[src/rtl/tmr_pkg.sv]
// Shared types for the TMR resync controller: FSM states, pair-flag bit positions and the replica-fault decode.
// Latency: n/a (types and a pure function only).
// Backpressure: n/a.
package tmr_pkg;

    // Controller states
    typedef enum logic [2:0] {
        ST_MONITOR    = 3'd0,
        ST_CONFIRM    = 3'd1,
        ST_WAIT_QUIET = 3'd2,
        ST_RESET      = 3'd3,
        ST_SETTLE     = 3'd4,
        ST_LOCKOUT    = 3'd5
    } state_t;

    // Bit positions inside a 3-bit pairwise discrepancy vector
    localparam int PAIR_12 = 0;
    localparam int PAIR_23 = 1;
    localparam int PAIR_13 = 2;

    // Replica index encoding; REPLICA_NONE also covers multi-replica patterns
    typedef enum logic [1:0] {
        REPLICA_NONE = 2'd0,
        REPLICA_1    = 2'd1,
        REPLICA_2    = 2'd2,
        REPLICA_3    = 2'd3
    } replica_t;

    typedef struct packed {
        logic     multi;
        replica_t replica;
    } fault_class_t;

    // A single bad replica disagrees with both of the others, so exactly the
    // two pairs that contain it are flagged.
    localparam logic [2:0] PAT_R1 = (3'b001 << PAIR_12) | (3'b001 << PAIR_13);
    localparam logic [2:0] PAT_R2 = (3'b001 << PAIR_12) | (3'b001 << PAIR_23);
    localparam logic [2:0] PAT_R3 = (3'b001 << PAIR_23) | (3'b001 << PAIR_13);

    function automatic fault_class_t decode_pair(input logic [2:0] pair);
        fault_class_t c;
        c.multi   = 1'b0;
        c.replica = REPLICA_NONE;
        case (pair)
            3'b000:  c.multi   = 1'b0;
            PAT_R1:  c.replica = REPLICA_1;
            PAT_R2:  c.replica = REPLICA_2;
            PAT_R3:  c.replica = REPLICA_3;
            default: c.multi   = 1'b1;   // all three pairs or a lone pair flag
        endcase
        return c;
    endfunction

endpackage

[src/rtl/tmr_resync_controller_if.sv]
// Bundles the voter discrepancy flags, UART line taps and controller status into one port.
// Latency: n/a (wiring only).
// Backpressure: n/a; master drives flags/lines and observes status, slave (controller) the reverse.
interface tmr_resync_controller_if #(
    parameter int COUNT_W = 16
);
    logic [2:0]         trx_error;
    logic [2:0]         output_io_error;
    logic [2:0]         command_arrive_discrepancy;
    logic               rx;
    logic               tx_voted;
    logic               replica_rst;
    logic [1:0]         faulty_replica;
    logic               multi_fault;
    logic               resync_busy;
    logic               resync_done;
    logic               lockout;
    logic [COUNT_W-1:0] transient_count;
    logic [3:0]         resync_count;

    modport master (
        output trx_error, output_io_error, command_arrive_discrepancy, rx, tx_voted,
        input  replica_rst, faulty_replica, multi_fault, resync_busy, resync_done,
        input  lockout, transient_count, resync_count
    );

    modport slave (
        input  trx_error, output_io_error, command_arrive_discrepancy, rx, tx_voted,
        output replica_rst, faulty_replica, multi_fault, resync_busy, resync_done,
        output lockout, transient_count, resync_count
    );
endinterface

[src/rtl/tmr_quiet_detector.sv]
// Counts consecutive cycles with both UART lines idle-high; quiet flags the cycle that completes the window.
// Latency: quiet is combinational on the QUIET_CYCLES-th consecutive idle cycle after clear.
// Backpressure: none; clear restarts the window.
// Ports: clk, rst (sync, active-low), clear, rx, tx_voted in; quiet out.
module tmr_quiet_detector #(
    parameter int QUIET_CYCLES = 12000
) (
    input  logic clk,
    input  logic rst,
    input  logic clear,
    input  logic rx,
    input  logic tx_voted,
    output logic quiet
);
    localparam int QW = $clog2(QUIET_CYCLES + 1);

    logic [QW-1:0] run_cnt;
    logic          line_idle;

    assign line_idle = rx & tx_voted;

    // Saturates one short of the window so quiet keeps asserting on an idle line.
    always_ff @(posedge clk) begin
        if (!rst || clear || !line_idle) begin
            run_cnt <= '0;
        end else if (run_cnt != QW'(QUIET_CYCLES - 1)) begin
            run_cnt <= run_cnt + QW'(1);
        end
    end

    assign quiet = line_idle && (run_cnt == QW'(QUIET_CYCLES - 1));

endmodule

[src/rtl/tmr_resync_controller.sv]
// Classifies voter discrepancies and, on persistent divergence, resets all replicas in a quiet UART window.
// Latency: divergence declared PERSIST_CYCLES after first flag; all outputs registered.
// Backpressure: none; resync waits for QUIET_CYCLES idle line cycles, locks out after MAX_RESYNC resyncs.
// Ports: clk, rst (sync, active-low), bus (slave: flags/lines in, replica_rst/status/counters out).
module tmr_resync_controller
    import tmr_pkg::*;
#(
    parameter int PERSIST_CYCLES = 16,
    parameter int QUIET_CYCLES   = 12000,
    parameter int RESET_CYCLES   = 4,
    parameter int SETTLE_CYCLES  = 8,
    parameter int MAX_RESYNC     = 7,
    parameter int COUNT_W        = 16
) (
    input  logic                    clk,
    input  logic                    rst,
    tmr_resync_controller_if.slave  bus
);
    localparam int CNT_MAX_A = (PERSIST_CYCLES > RESET_CYCLES) ? PERSIST_CYCLES : RESET_CYCLES;
    localparam int CNT_MAX   = (CNT_MAX_A > SETTLE_CYCLES) ? CNT_MAX_A : SETTLE_CYCLES;
    localparam int CW        = $clog2(CNT_MAX + 1);

    state_t             state, state_nxt;
    logic [CW-1:0]      cnt, cnt_nxt;      // persistence / reset / settle phase counter
    logic [2:0]         pair;
    logic               fault;
    fault_class_t       cls;
    logic               quiet;
    logic               quiet_clear;
    logic               confirm_hit;
    logic               resync_exit;
    logic               transient_hit;

    logic               replica_rst_q;
    replica_t           faulty_q;
    logic               multi_q;
    logic               busy_q;
    logic               done_q;
    logic               lockout_q;
    logic [COUNT_W-1:0] transient_q;
    logic [3:0]         resync_q;

    assign pair  = bus.trx_error | bus.output_io_error | bus.command_arrive_discrepancy;
    assign fault = |pair;
    assign cls   = decode_pair(pair);

    tmr_quiet_detector #(
        .QUIET_CYCLES (QUIET_CYCLES)
    ) u_quiet (
        .clk      (clk),
        .rst      (rst),
        .clear    (quiet_clear),
        .rx       (bus.rx),
        .tx_voted (bus.tx_voted),
        .quiet    (quiet)
    );

    always_ff @(posedge clk) begin
        if (!rst) begin
            state <= ST_MONITOR;
            cnt   <= '0;
        end else begin
            state <= state_nxt;
            cnt   <= cnt_nxt;
        end
    end

    always_comb begin
        state_nxt     = state;
        cnt_nxt       = cnt;
        quiet_clear   = 1'b0;
        confirm_hit   = 1'b0;
        resync_exit   = 1'b0;
        transient_hit = 1'b0;
        case (state)
            ST_MONITOR: begin
                if (fault) begin
                    state_nxt = ST_CONFIRM;
                    cnt_nxt   = CW'(1);
                end
            end
            ST_CONFIRM: begin
                // Pattern changes keep counting; the decode at confirmation wins.
                if (!fault) begin
                    state_nxt     = ST_MONITOR;
                    cnt_nxt       = '0;
                    transient_hit = 1'b1;
                end else if (cnt == CW'(PERSIST_CYCLES - 1)) begin
                    state_nxt   = ST_WAIT_QUIET;
                    cnt_nxt     = '0;
                    confirm_hit = 1'b1;
                    quiet_clear = 1'b1;
                end else begin
                    cnt_nxt = cnt + CW'(1);
                end
            end
            ST_WAIT_QUIET: begin
                // Flags clearing here do not cancel: the replicas already diverged.
                if (quiet) begin
                    state_nxt = ST_RESET;
                    cnt_nxt   = '0;
                end
            end
            ST_RESET: begin
                if (cnt == CW'(RESET_CYCLES - 1)) begin
                    state_nxt = ST_SETTLE;
                    cnt_nxt   = '0;
                end else begin
                    cnt_nxt = cnt + CW'(1);
                end
            end
            ST_SETTLE: begin
                if (cnt == CW'(SETTLE_CYCLES - 1)) begin
                    resync_exit = 1'b1;
                    cnt_nxt     = '0;
                    state_nxt   = (resync_q == 4'(MAX_RESYNC - 1)) ? ST_LOCKOUT : ST_MONITOR;
                end else begin
                    cnt_nxt = cnt + CW'(1);
                end
            end
            ST_LOCKOUT: begin
                // No more resyncs; the counter only tells short faults from long ones.
                if (fault) begin
                    if (cnt != CW'(PERSIST_CYCLES)) begin
                        cnt_nxt = cnt + CW'(1);
                    end
                end else begin
                    if ((cnt != '0) && (cnt != CW'(PERSIST_CYCLES))) begin
                        transient_hit = 1'b1;
                    end
                    cnt_nxt = '0;
                end
            end
            default: begin
                state_nxt = ST_MONITOR;
                cnt_nxt   = '0;
            end
        endcase
    end

    // Status outputs are registered from the next state so they line up with it.
    always_ff @(posedge clk) begin
        if (!rst) begin
            replica_rst_q <= 1'b1;
            faulty_q      <= REPLICA_NONE;
            multi_q       <= 1'b0;
            busy_q        <= 1'b0;
            done_q        <= 1'b0;
            lockout_q     <= 1'b0;
            transient_q   <= '0;
            resync_q      <= '0;
        end else begin
            replica_rst_q <= (state_nxt != ST_RESET);
            busy_q        <= (state_nxt == ST_WAIT_QUIET) || (state_nxt == ST_RESET) ||
                             (state_nxt == ST_SETTLE);
            lockout_q     <= (state_nxt == ST_LOCKOUT);
            done_q        <= resync_exit;
            if (confirm_hit) begin
                faulty_q <= cls.replica;
                multi_q  <= cls.multi;
            end else if (resync_exit) begin
                faulty_q <= REPLICA_NONE;
                multi_q  <= 1'b0;
            end
            if (transient_hit && (transient_q != '1)) begin
                transient_q <= transient_q + COUNT_W'(1);
            end
            if (resync_exit) begin
                resync_q <= resync_q + 4'd1;
            end
        end
    end

    assign bus.replica_rst     = replica_rst_q;
    assign bus.faulty_replica  = faulty_q;
    assign bus.multi_fault     = multi_q;
    assign bus.resync_busy     = busy_q;
    assign bus.resync_done     = done_q;
    assign bus.lockout         = lockout_q;
    assign bus.transient_count = transient_q;
    assign bus.resync_count    = resync_q;

endmodule

[src/flat_wrapper.sv]
// flat-port wrapper written by rule: the top's interface ports become plain ports
module tmr_resync_controller_flat import tmr_pkg::*;
#(
    parameter int PERSIST_CYCLES = 16,
    parameter int QUIET_CYCLES   = 12000,
    parameter int RESET_CYCLES   = 4,
    parameter int SETTLE_CYCLES  = 8,
    parameter int MAX_RESYNC     = 7,
    parameter int COUNT_W        = 16
)
  (clk, rst, bus_trx_error, bus_output_io_error, bus_command_arrive_discrepancy, bus_rx, bus_tx_voted, bus_replica_rst, bus_faulty_replica, bus_multi_fault, bus_resync_busy, bus_resync_done, bus_lockout, bus_transient_count, bus_resync_count);
  tmr_resync_controller_if #(.COUNT_W(COUNT_W)) bus_i ();
  input  logic clk;
  input  logic rst;
  input wire logic [$bits(bus_i.trx_error)-1:0] bus_trx_error;
  input wire logic [$bits(bus_i.output_io_error)-1:0] bus_output_io_error;
  input wire logic [$bits(bus_i.command_arrive_discrepancy)-1:0] bus_command_arrive_discrepancy;
  input wire logic [$bits(bus_i.rx)-1:0] bus_rx;
  input wire logic [$bits(bus_i.tx_voted)-1:0] bus_tx_voted;
  output wire logic [$bits(bus_i.replica_rst)-1:0] bus_replica_rst;
  output wire logic [$bits(bus_i.faulty_replica)-1:0] bus_faulty_replica;
  output wire logic [$bits(bus_i.multi_fault)-1:0] bus_multi_fault;
  output wire logic [$bits(bus_i.resync_busy)-1:0] bus_resync_busy;
  output wire logic [$bits(bus_i.resync_done)-1:0] bus_resync_done;
  output wire logic [$bits(bus_i.lockout)-1:0] bus_lockout;
  output wire logic [$bits(bus_i.transient_count)-1:0] bus_transient_count;
  output wire logic [$bits(bus_i.resync_count)-1:0] bus_resync_count;
  assign bus_i.trx_error = bus_trx_error;
  assign bus_i.output_io_error = bus_output_io_error;
  assign bus_i.command_arrive_discrepancy = bus_command_arrive_discrepancy;
  assign bus_i.rx = bus_rx;
  assign bus_i.tx_voted = bus_tx_voted;
  assign bus_replica_rst = bus_i.replica_rst;
  assign bus_faulty_replica = bus_i.faulty_replica;
  assign bus_multi_fault = bus_i.multi_fault;
  assign bus_resync_busy = bus_i.resync_busy;
  assign bus_resync_done = bus_i.resync_done;
  assign bus_lockout = bus_i.lockout;
  assign bus_transient_count = bus_i.transient_count;
  assign bus_resync_count = bus_i.resync_count;
  tmr_resync_controller #(.PERSIST_CYCLES(PERSIST_CYCLES), .QUIET_CYCLES(QUIET_CYCLES), .RESET_CYCLES(RESET_CYCLES), .SETTLE_CYCLES(SETTLE_CYCLES), .MAX_RESYNC(MAX_RESYNC), .COUNT_W(COUNT_W)) u_core (.clk(clk), .rst(rst), .bus(bus_i));
endmodule
[config.mk]
export PLATFORM = sky130hd
export DESIGN_NAME = tmr_resync_controller_flat
export DESIGN_NICKNAME = d
export VERILOG_FILES = /design/src/rtl/tmr_pkg.sv /design/src/rtl/tmr_resync_controller_if.sv /design/src/rtl/tmr_quiet_detector.sv /design/src/rtl/tmr_resync_controller.sv /design/src/flat_wrapper.sv
export SDC_FILE = /design/constraint.sdc
export NUM_CORES = 1
export LEC_CHECK = 0
export BUFFER_PORTS_ARGS = -buffer_cell sky130_fd_sc_hd__buf_2
export CORE_MARGIN = 2
export CORE_UTILIZATION = 25
export DETAILED_ROUTE_END_ITERATION = 12
export GPL_TIMING_DRIVEN = 0
export SKIP_CTS_REPAIR_TIMING = 1
export SYNTH_ARGS = -nofsm -noshare
export SYNTH_HDL_FRONTEND = slang
export SYNTH_HIERARCHICAL = 1
export SYNTH_SLANG_ARGS = --single-unit
[constraint.sdc]
create_clock -name clk -period 2.75 [get_ports clk]
set_input_delay 0.4125 -clock clk [delete_from_list [all_inputs] [get_ports clk]]
set_output_delay 0.4125 -clock clk [all_outputs]
set_load 0.1 [all_outputs]
Yosys cells after proc, flatten, opt, wreduce, memory -nomap -nowiden
Cells that the tools add are included.
- register bits: 49
- latch bits: 0
- RAM bits: 0
- memory bits (read-only): 0
- input bits: 13
- output and inout port bits: 27
- word-level logic and storage cells: 90
- memories: 0
- add/sub/neg operators: 4
- $mul: 0
- div/mod/pow operators: 0
- $lt $le $gt $ge: 0
- eq/ne operators: 24
- shift operators: 0
- multiplexer cells: 32
- bitwise gates (word level): 3
- reduce and logical (&&, ||, !) cells: 16
- operator list (operator ; count):
    2-to-1 mux 5 bit ; 8
    case mux 5 bit (6 select lines) ; 1
    2-to-1 mux 3 bit ; 7
    equality test 3 bit (second input constant) ; 6
    case mux 3 bit (6 select lines) ; 1
    adder 16 x 1 -> 16 bit (second input constant) ; 1
    inequality test 16 bit (second input constant) ; 1
    equality test 3 x 2 -> 1 bit (second input constant) ; 5
    adder 14 x 1 -> 14 bit (second input constant) ; 1
    equality test 14 bit (second input constant) ; 1
    inequality test 14 bit (second input constant) ; 1
    2-to-1 mux 1 bit ; 11
    zero test 3 bit ; 2
    OR 3 bit ; 2
    case mux 2 bit (3 select lines) ; 1
    adder 5 x 1 -> 5 bit (second input constant) ; 1
    equality test 5 x 2 -> 1 bit (second input constant) ; 1
    equality test 5 x 3 -> 1 bit (second input constant) ; 1
    equality test 5 x 4 -> 1 bit (second input constant) ; 1
    inequality test 5 bit (second input constant) ; 1
    nonzero test 5 bit ; 1
    adder 4 x 1 -> 4 bit (second input constant) ; 1
    equality test 4 x 3 -> 1 bit (second input constant) ; 1
    logical OR 1 bit ; 4
    13 further kinds ; 18

Longest topological paths before layout
Gate-level depths: netlist of run 1.
- depth in word-level cells: 8
- mapped depth: 9
- gate-level depth less buffers: 8

By module
Netlist of run 1, hierarchy kept.
- by module, submodules not included (module ; instances ; cells each ; area each (um2) ; sequential area each (um2)):
    tmr_resync_controller ; 1 ; 237 ; 2001.9 ; 700.7
    tmr_quiet_detector ; 1 ; 77 ; 675.6 ; 280.3

Worst setup path before layout of run 1
No wires, ideal clock.
- kind: reg-to-reg
- from: register u_core.transient_q[4] (netlist: u_core/bus.transient_count[4])
- to: register u_core.transient_q[11] (netlist: u_core/bus.transient_count[11])
- setup time: 67 ps
- arrival: 2450 ps
- data required time: 2683 ps
- slack: 233 ps
- stages on the path, launching flop included: 7
- path buffers: 1
- period minus slack after synthesis: 2517 ps
- cell sequence: dfxtp_1 nand4_2 or4_1 o2111ai_2 buf_6 o21ai_1 a21oi_2
- word-level cells in the longest chain between the ends: 2
- elaborated cells on any way between the ends: 3
- classes of those cells: 1 x add/sub; 1 x eq/ne; 1 x reduce/logical
- ends and longest elaborated chain (item ; line ; RTL):
    start, declared ; tmr_resync_controller.sv:40 ; logic [COUNT_W-1:0] transient_q;
    start signal, assigned ; tmr_resync_controller.sv:166 ; transient_q <= transient_q + COUNT_W'(1);
    branches (longest 2 deep; another with adder 16 x 1 -> 16 bit) ; -- ;
Parallel ways; which one is timed is not known.
A chain may end at the register's enable or synchronous reset.

Worst setup path after layout of run 1
- from: register u_core.u_quiet.run_cnt[0]
- to: register u_core.cnt[0]
- word-level cells in the longest chain between the ends: 4
- ends and longest elaborated chain (item ; line ; RTL):
    start, declared ; tmr_quiet_detector.sv:17 ; logic [QW-1:0] run_cnt;
    start signal, assigned ; tmr_quiet_detector.sv:27 ; run_cnt <= run_cnt + QW'(1);
    equality test 14 bit ; tmr_quiet_detector.sv:31 ; assign quiet = line_idle && (run_cnt == QW'(QUIET_CYCLES - 1));
    logical AND 1 bit ; tmr_quiet_detector.sv:31 ;
    net u_core.quiet ; tmr_resync_controller.sv:28 ; logic quiet;
    inequality test 2 x 1 -> 1 bit (no line) ; -- ;
    AND reduction 3 bit (no line) ; -- ;
    end signal, assigned ; tmr_resync_controller.sv:64 ; cnt <= cnt_nxt;
    end, declared ; tmr_resync_controller.sv:24 ; logic [CW-1:0] cnt, cnt_nxt;
The timed path passes the listed nets, and every way through them passes these cells.

==> results of run 1 <==
worst paths after layout:
kind / startpoint / end / cells after the start
hold / removal: rst / u_core/u_quiet/run_cnt[4] / 3
hold reg to reg: u_core/cnt[1] / u_core/cnt[1] / 2
setup reg to reg: u_core/u_quiet/run_cnt[0] / u_core/cnt[0] / 8
setup / recovery: u_core/u_quiet/run_cnt[0] / u_core/cnt[0] / 8
synth_stat cells, drive strengths merged (3+ instances only):
cell type	n	area share
ha	8	0.037
nand3	16	0.030
a31oi	5	0.012
and2	5	0.012
nand4	10	0.031
nor3	15	0.038
inv	15	0.021
o2111ai	3	0.019
nor2	31	0.045
or3	16	0.037
clkbuf	5	0.0070
o311a	3	0.011
xnor2	14	0.046
buf	5	0.014
nand2b	4	0.0093
or4	5	0.015
a21oi	19	0.037
o21ai	13	0.024
dfxtp	49	0.37
o31ai	3	0.0084
and3	5	0.012
nand2	22	0.031
mux2i	3	0.011
and4	4	0.014
nor3b	4	0.011
flip-flops by register name, indices dropped and copies added, names as in the netlist:
signal / flops
u_core/cnt: 5
u_core/bus.lockout: 1
u_core/bus.faulty_replica: 2
u_core/state: 3
u_core/bus.multi_fault: 1
u_core/bus.resync_done: 1
u_core/u_quiet/run_cnt: 14
u_core/bus.resync_count: 4
u_core/bus.replica_rst: 1
u_core/bus.transient_count: 16
u_core/bus.resync_busy: 1
worst max-delay path, delay by kind of cell (launching register included):
| kind | cells | cell delay (ns) |
|---|---|---|
| compound gates | 2 | 0.56 |
| fa+ha+maj | 1 | 0.25 |
| buf+inv | 1 | 0.15 |
| flops | 1 | 0.40 |
| simple gates | 4 | 1.13 |
report_power, final:
group          internal, W  switching (W)
combinational    0.0000313      0.0000508
clock             0.000181       0.000258
sequential        0.000714     0.00000442
layer usage:
| metal | wire length, µm | GRT usage | vias up | share of wire |
|---|---|---|---|---|
| met5 | 0 | 0 | - | 0 |
| met4 | 28 | 0.02564 | 0 | 0.0043 |
| met3 | 235 | 0.02542 | 2 | 0.036 |
| met2 | 3264 | 0.1995 | 34 | 0.50 |
| met1 | 3056 | 0.1429 | 1133 | 0.46 |
| li1 | - | - | 1239 | - |
cell type report:
class	instances	area share
multi-input combinational	239	0.5052
buffer	10	0.01756
timing repair buffer	39	0.06225
sequential	49	0.3128
clock inverter	3	0.006784
tap	136	0.05427
inverter	16	0.01915
clock buffer	5	0.02195
cells by family (layout without fill, tap and decap cells):
kind of cell             count (synthesis)  in the layout  synth area share
adder cells (fa/ha/maj)                  8              8           0.03738
AND/OR/NAND/NOR                        149            149            0.3266
multiplexers                             3              3           0.01122
flip-flops                              49             49            0.3664
buffers and inverters                   26             73           0.04299
AO/OA/AOI/OAI                           63             63            0.1631
XOR/XNOR                                16             16           0.05234
through the flow:
stage / cells / total power (W) / worst slack [ns]
after floorplan: 314 / 0.0007867 / 0.2326
after global placement: 489 / 0.0008156 / 0.1839
after detailed placement: 489 / 0.0008172 / 0.1497
after CTS: 497 / 0.001260 / 0.1268
after global routing: 497 / 0.001295 / 0.01456
final: 497 / 0.001240 / 0.1490
==> results.ini, run 1 <==
[detailed_routing]
detail_route.wl_per_cell_um = 13.25
vias_per_cell = 4.845
dr_total_vias = 2408
drt_pass1_iterations = 4
wl_um = 6584
drt-initial-drc-count = 140
drc = 0
ant_nets = 0

[sta]
tightest_slew_ns = 0.8813
fmax_mhz = 384.5
finalSetupViolations = 0
hold_viol = 0
slew_headroom = 0.4074
final.setup.tns_ns = 0
grt_setup_unrepaired = no
whs_ns = 0.4574
slew_violations = 0
finClkSkew_ns = 0.01179
timing.final.crit_share = 0.9458
period_minus_slack_ns = 2.601

[final_layout]
fillers = 1122
syn_to_final_growth_pct = 17.10
fin_util = 0.3024
diodes = 0
final_common_cell = dfxtp_1
drive_gt1_frac = 0.1856
final_area_mm2 = 0.003136
multiInputGateArea_mm2 = 0.001584
nets = 381
final_cell_mix = dfxtp_1 (49), buf_2 (41), nor2_1 (29)
ff_latch_area_um2 = 980.9

[worst_setup_path]
r2r_setup_slack_ns = 0.15
required_ns = 2.94
end_kind = register
path_max_fanout = 7
crit_path_top_delay_cell = or4_4
critPathKind = register to register
crit_path_cell_trace = ha_2 -> nand4_4 -> or4_4 -> buf_6 -> nor2_1 -> o31ai_1 -> and2_1 -> o311a_1
crit_arrival_ns = 2.79
startpoint_type = register
worst_path_largest_cell_delay_ns = 0.52

[clocking]
cts-root-buf = clkbuf_8
clock-sinks = 49
cts_max_path_buffers = 2
cts_tree = done
h-tree-depth = 2
clkLatencyLatePin_ns = 0.31
cts_buffers = 5
clk_pin_slew_ns = 0.09

[synth]
synth-main-ff-cell = dfxtp_1
ys_async_sr_fraction = 0
synth_area_mm2 = 0.002678
synthCells = 314
synth-seq-area-share = 0.3664
synth_cell_type_count = 63
ys_ff_latch = 49
synth_edf_count = 0
synth_nets = 335
yosys_warnings = 6
avgSynthCellArea_um2 = 8.527

[floorplanning]
core_mm2 = 0.01037
dieArea_mm2 = 0.01155
rows = 37
start_util = 0.2582
io_pins = 40
die_x_um = 107.5
die_h_um = 107.5

[min_path]
hp-class = input pin to register

[pwr]
p_leak_nw = 1.097
powerDensity_mw_per_mm2 = 395.4
ir_drop_uv = 201.6

[global_routing]
grt_pass1_vias = 2223
antenna_found_initial = 0
grt_max_degree = 17
overflow = 0
grt_use_total = 0.1142
grt_pass1_wl_um = 10700

[status]
status = complete, no violations

[placed_design]
dpl_cell_area_mm2 = 0.003043
gp_routability_congestion = 0.8846
dp_hpwl_um = 4971
numPortBuffers = 39

[run]
drv_cap = 0

Note: power is estimated with default switching activity, not from simulation.
==> run 2, diff against run 1 <==
PLACE_DENSITY = 0.46   (was not set)
SETUP_SLACK_MARGIN = 0.2   (was not set)
==> results.ini, run 2 (same netlist as run 1, synthesis figures left out) <==
[sta]
fmax_mhz = 415.6  ; +8.1%
finClkSkew_ns = 0.01013  ; -0.001661 ns
timing.final.crit_share = 0.8750  ; -0.07080
tightest_slew_ns = 0.7345  ; -0.1468 ns
finalSetupViolations = 0  ; unchanged
final.setup.tns_ns = 0  ; unchanged
slew_headroom = 0.5066  ; +0.09913
grt_setup_unrepaired = no
hold_viol = 0  ; unchanged
period_minus_slack_ns = 2.406  ; -0.1947 ns
slew_violations = 0  ; unchanged

[worst_setup_path]
reg2reg_from = u_core/u_quiet/run_cnt[1]
end_kind = register
required_ns = 2.95  ; about the same
cp-startpoint = u_core/u_quiet/run_cnt[1]
cp_num_buf_inv = 1  ; unchanged
path_max_fanout = 7  ; unchanged
crit_arrival_ns = 2.61  ; -0.18 ns
crit_path_cell_trace = ha_4 -> nand4_4 -> or4_4 -> buf_6 -> nor2_2 -> o31ai_2 -> and2_4 -> o311a_1
crit_path_top_delay_cell = or4_4
startpoint_type = register
r2r_setup_slack_ns = 0.34  ; +0.19 ns
r2r-end = u_core/cnt[4]
cp_top_family = simple AND/OR/NAND/NOR gates
r2r_cells = 8  ; unchanged
critPathKind = register to register
worst_path_largest_cell_delay_ns = 0.51  ; about the same

[final_layout]
final_common_cell = dfxtp_1
nets = 381  ; unchanged
ff_latch_area_um2 = 982.2  ; +0.13%
fin_util = 0.3074  ; +0.005067
diodes = 0  ; unchanged
fillers = 1132  ; +0.89%
drive_gt1_frac = 0.1994  ; +0.01385
largest_reg_flops = 16  ; unchanged
syn_to_final_growth_pct = 19.07
final_cell_mix = dfxtp_1 (48), buf_2 (41), nor2_1 (28)
multiInputGateArea_mm2 = 0.001604  ; +1.3%

[floorplanning]
dieArea_mm2 = 0.01155  ; unchanged
die_x_um = 107.5  ; unchanged
core_mm2 = 0.01037  ; unchanged
start_util = 0.2582  ; unchanged
die_h_um = 107.5  ; unchanged
rows = 37  ; unchanged
io_pins = 40  ; unchanged

[min_path]
hold_end = u_core/u_quiet/run_cnt[4]
hold_depth = 3  ; unchanged
hp-class = input pin to register
hp-start = bus_rx

[detailed_routing]
vias_per_cell = 4.883  ; +0.79%
wl_um = 6695  ; +1.7%
ant_nets = 0  ; unchanged
drt-initial-drc-count = 175  ; +25%
drc = 0  ; unchanged
detail_route.wl_per_cell_um = 13.47  ; +1.7%
drt_pass1_iterations = 4  ; unchanged
dr_total_vias = 2427  ; +0.79%

[pwr]
powerDensity_mw_per_mm2 = 424.2  ; +7.3%
ir_drop_uv = 199.5  ; -1.0%
p_leak_nw = 1.111  ; +1.3%
p_total_w = 0.001353  ; +9.1%

[placed_design]
gp_routability_congestion = 0.7984  ; -9.7%
numPortBuffers = 39  ; unchanged
dp_hpwl_um = 4942  ; -0.58%

[clocking]
cts_buffers = 5  ; unchanged
clkLatencyLatePin_ns = 0.31  ; about the same
cts-root-buf = clkbuf_8
cts_tree = done
cts_max_path_buffers = 2  ; unchanged
h-tree-depth = 2  ; unchanged
clock-sinks = 49  ; unchanged
clk_pin_slew_ns = 0.09  ; about the same

[global_routing]
grt_use_total = 0.1205  ; +0.006303
grt_pass1_wl_um = 11270  ; +5.3%
antenna_found_initial = 0  ; unchanged
grt_max_degree = 16  ; -1
grt_pass1_vias = 2339  ; +5.2%
overflow = 0  ; unchanged

[status]
status = complete, no violations

[run]
drv_cap = 0  ; unchanged

==> run 2: worst max-delay path by stage <==
stage | end | cells past startpoint | slack, ns
floorplan | u_core/bus.transient_count[11] | 6 | 0.23
global placement | u_core/cnt[0] | 8 | 0.09
detailed placement | u_core/cnt[4] | 8 | 0.09
CTS | u_core/cnt[4] | 8 | 0.08
global route | u_core/cnt[4] | 8 | 0.21
finish | u_core/cnt[4] | 8 | 0.34
==> run 2: through the flow <==
stage	worst slack (ns)	cell area, µm²	instances	hold slack (ns)
floorplan	0.2326	2678	314	0.4658
global placement	0.08556	3043	489	0.4832
detailed placement	0.09056	3043	489	0.4964
CTS	0.08328	3163	497	0.4592
global route	0.2099	3188	497	0.4512
finish	0.3437	3188	497	0.4764
==> run 2: worst min-delay path: stages <==
cell and delay (ns):
buf_2 0.11, nand4b_1 0.15, nor3_1 0.07
==> run 2: routing by layer <==
| metal | GRT usage | up-vias | wire (µm) |
|---|---|---|---|
| met1 | 0.1643 | 1134 | 3235 |
| li1 | - | 1248 | - |
| met4 | 0.03938 | 0 | 130 |
| met3 | 0.02603 | 9 | 222 |
| met5 | 0 | - | 0 |
| met2 | 0.1887 | 36 | 3106 |
==> run 2: area by class of cell <==
class | instances | share of cell area
Multi-Input combinational cell | 239 | 0.5031
Sequential cell | 49 | 0.3081
Timing Repair Buffer | 39 | 0.06122
Tap cell | 136 | 0.05338
Clock buffer | 6 | 0.02590
Inverter | 16 | 0.01884
Buffer | 10 | 0.01766
Clock inverter | 2 | 0.01177
==> run 2: power breakdown <==
part           internal (W)  switching (W)  leakage (nW)
Clock              0.000296       0.000254        0.0574
Combinational     0.0000313      0.0000518         0.657
Sequential         0.000714     0.00000505         0.396
Total               0.00104       0.000311          1.11
==> run 3, diff against run 2 <==
CORE_UTILIZATION = 45   (was 25)
PLACE_DENSITY = 0.7   (was 0.46)
==> results.ini, run 3 (same netlist as run 1, synthesis figures left out) <==
[detailed_routing]
dr_total_vias = 2436  ; +0.37%
drc = 0  ; unchanged
detail_route.wl_per_cell_um = 13.56  ; +0.63%
drt-initial-drc-count = 97  ; -45%
drt_pass1_iterations = 4  ; unchanged
vias_per_cell = 5.587  ; +14%
ant_nets = 0  ; unchanged
wl_um = 5910  ; -12%

[worst_setup_path]
startpoint_type = register
crit_arrival_ns = 2.63  ; +0.02 ns
end_kind = register
path_max_fanout = 7  ; unchanged
r2r_setup_slack_ns = 0.32  ; -0.03 ns
critPathKind = register to register
required_ns = 2.95  ; about the same

[sta]
fin_ws_ns = 0.3174  ; -0.02628 ns
slew_headroom = 0.6307  ; +0.1241
period_minus_slack_ns = 2.433  ; +0.02628 ns
final.setup.tns_ns = 0  ; unchanged
fmax_mhz = 411.1  ; -1.1%
timing.final.crit_share = 0.8846  ; +0.009557
tightest_slew_ns = 0.5498  ; -0.1847 ns
slew_violations = 0  ; unchanged
hold_viol = 0  ; unchanged
finalSetupViolations = 0  ; unchanged
finClkSkew_ns = 0.01027  ; +0.0001413 ns
grt_setup_unrepaired = no
whs_ns = 0.4601  ; -0.01629 ns

[clocking]
cts_tree = done
cts_buffers = 5  ; unchanged
clkLatencyLatePin_ns = 0.31  ; about the same
clock-sinks = 49  ; unchanged
clk_pin_slew_ns = 0.09  ; about the same
h-tree-depth = 2  ; unchanged
cts_max_path_buffers = 2  ; unchanged
cts-root-buf = clkbuf_8

[run]
drv_cap = 0  ; unchanged

[global_routing]
overflow = 0  ; unchanged
grt_max_degree = 16  ; unchanged
grt_use_total = 0.1893  ; +0.06882
antenna_found_initial = 0  ; unchanged
grt_pass1_wl_um = 9811  ; -13%
grt_pass1_vias = 2192  ; -6.3%

[final_layout]
largest_reg_flops = 16  ; unchanged
diodes = 0  ; unchanged
fillers = 541  ; -52%
final_cell_mix = dfxtp_1 (47), buf_2 (41), nor2_1 (28)
drive_gt1_frac = 0.2022  ; +0.002770
syn_to_final_growth_pct = 16.87
nets = 381  ; unchanged
final_common_cell = dfxtp_1

[floorplanning]
die_h_um = 81.14  ; -25%
die_x_um = 81.14  ; -25%
core_mm2 = 0.005851  ; -44%
io_pins = 40  ; unchanged
start_util = 0.4577  ; +0.1995
dieArea_mm2 = 0.006583  ; -43%
rows = 28  ; -24%

[pwr]
ir_drop_uv = 253.7  ; +27%
p_leak_nw = 1.124  ; +1.2%
powerDensity_mw_per_mm2 = 449.5  ; +6.0%

[min_path]
hp-class = input pin to register

[placed_design]
numPortBuffers = 39  ; unchanged
dp_worst_setup_slack_ns = 0.07662  ; -0.01394 ns
gp_routability_congestion = 0.8736  ; +9.4%
dp_hpwl_um = 4439  ; -10%

[status]
status = complete, no violations

run 3: power by group:
| group | switching [W] | internal (W) | leakage, nW |
|---|---|---|---|
| Sequential | 0.00000504 | 0.000714 | 0.396 |
| Combinational | 0.0000499 | 0.0000316 | 0.660 |
| Clock | 0.000245 | 0.000361 | 0.0681 |
run 3: routing by layer:
metal / routed length (µm) / vias to the layer above / global-route usage
li1: - / 1241 / -
met3: 189 / 10 / 0.03889
met4: 107 / 0 / 0.07119
met1: 2885 / 1143 / 0.2588
met2: 2728 / 42 / 0.2942
met5: 0 / - / 0
run 3: critical path, stage by stage (launching register included):
cell,delay [ns]
dfxtp_2,0.39
ha_4,0.18
nand4_4,0.16
or4_4,0.52
buf_6,0.15
nor2_2,0.18
o31ai_2,0.14
and2_1,0.25
o311a_1,0.35
run 3: cell type report:
class                   count  area [µm²]  share of cell area
clock buffers               5       68.82             0.02199
repair buffers             39       195.2             0.06238
multi-input cells         239        1607              0.5134
plain buffers              10       56.30             0.01799
well taps                  75       93.84             0.02999
flip-flops and latches     49       983.4              0.3143
clock inverters             3       65.06             0.02079
inverters                  16       60.06             0.01919
run 3: worst paths after layout:
check	from	to	cells after the start
worst max register to register	u_core/u_quiet/run_cnt[0]	u_core/cnt[4]	8
worst max-delay path	u_core/u_quiet/run_cnt[0]	u_core/cnt[4]	8
worst min-delay path	bus_rx	u_core/u_quiet/run_cnt[4]	3
worst min register to register	u_core/cnt[1]	u_core/cnt[1]	2
run 3: through the flow:
step	std cells	total power, W	area (µm²)	utilization
2_1_floorplan	314	0.0007867	2678	-
3_3_place_gp	428	0.0008140	2967	0.5071
3_5_place_dp	428	0.0008155	2967	0.5071
4_1_cts	436	0.001421	3100	0.5299
5_1_grt	436	0.001461	3129	0.5349
6_report	436	0.001407	3129	0.5349
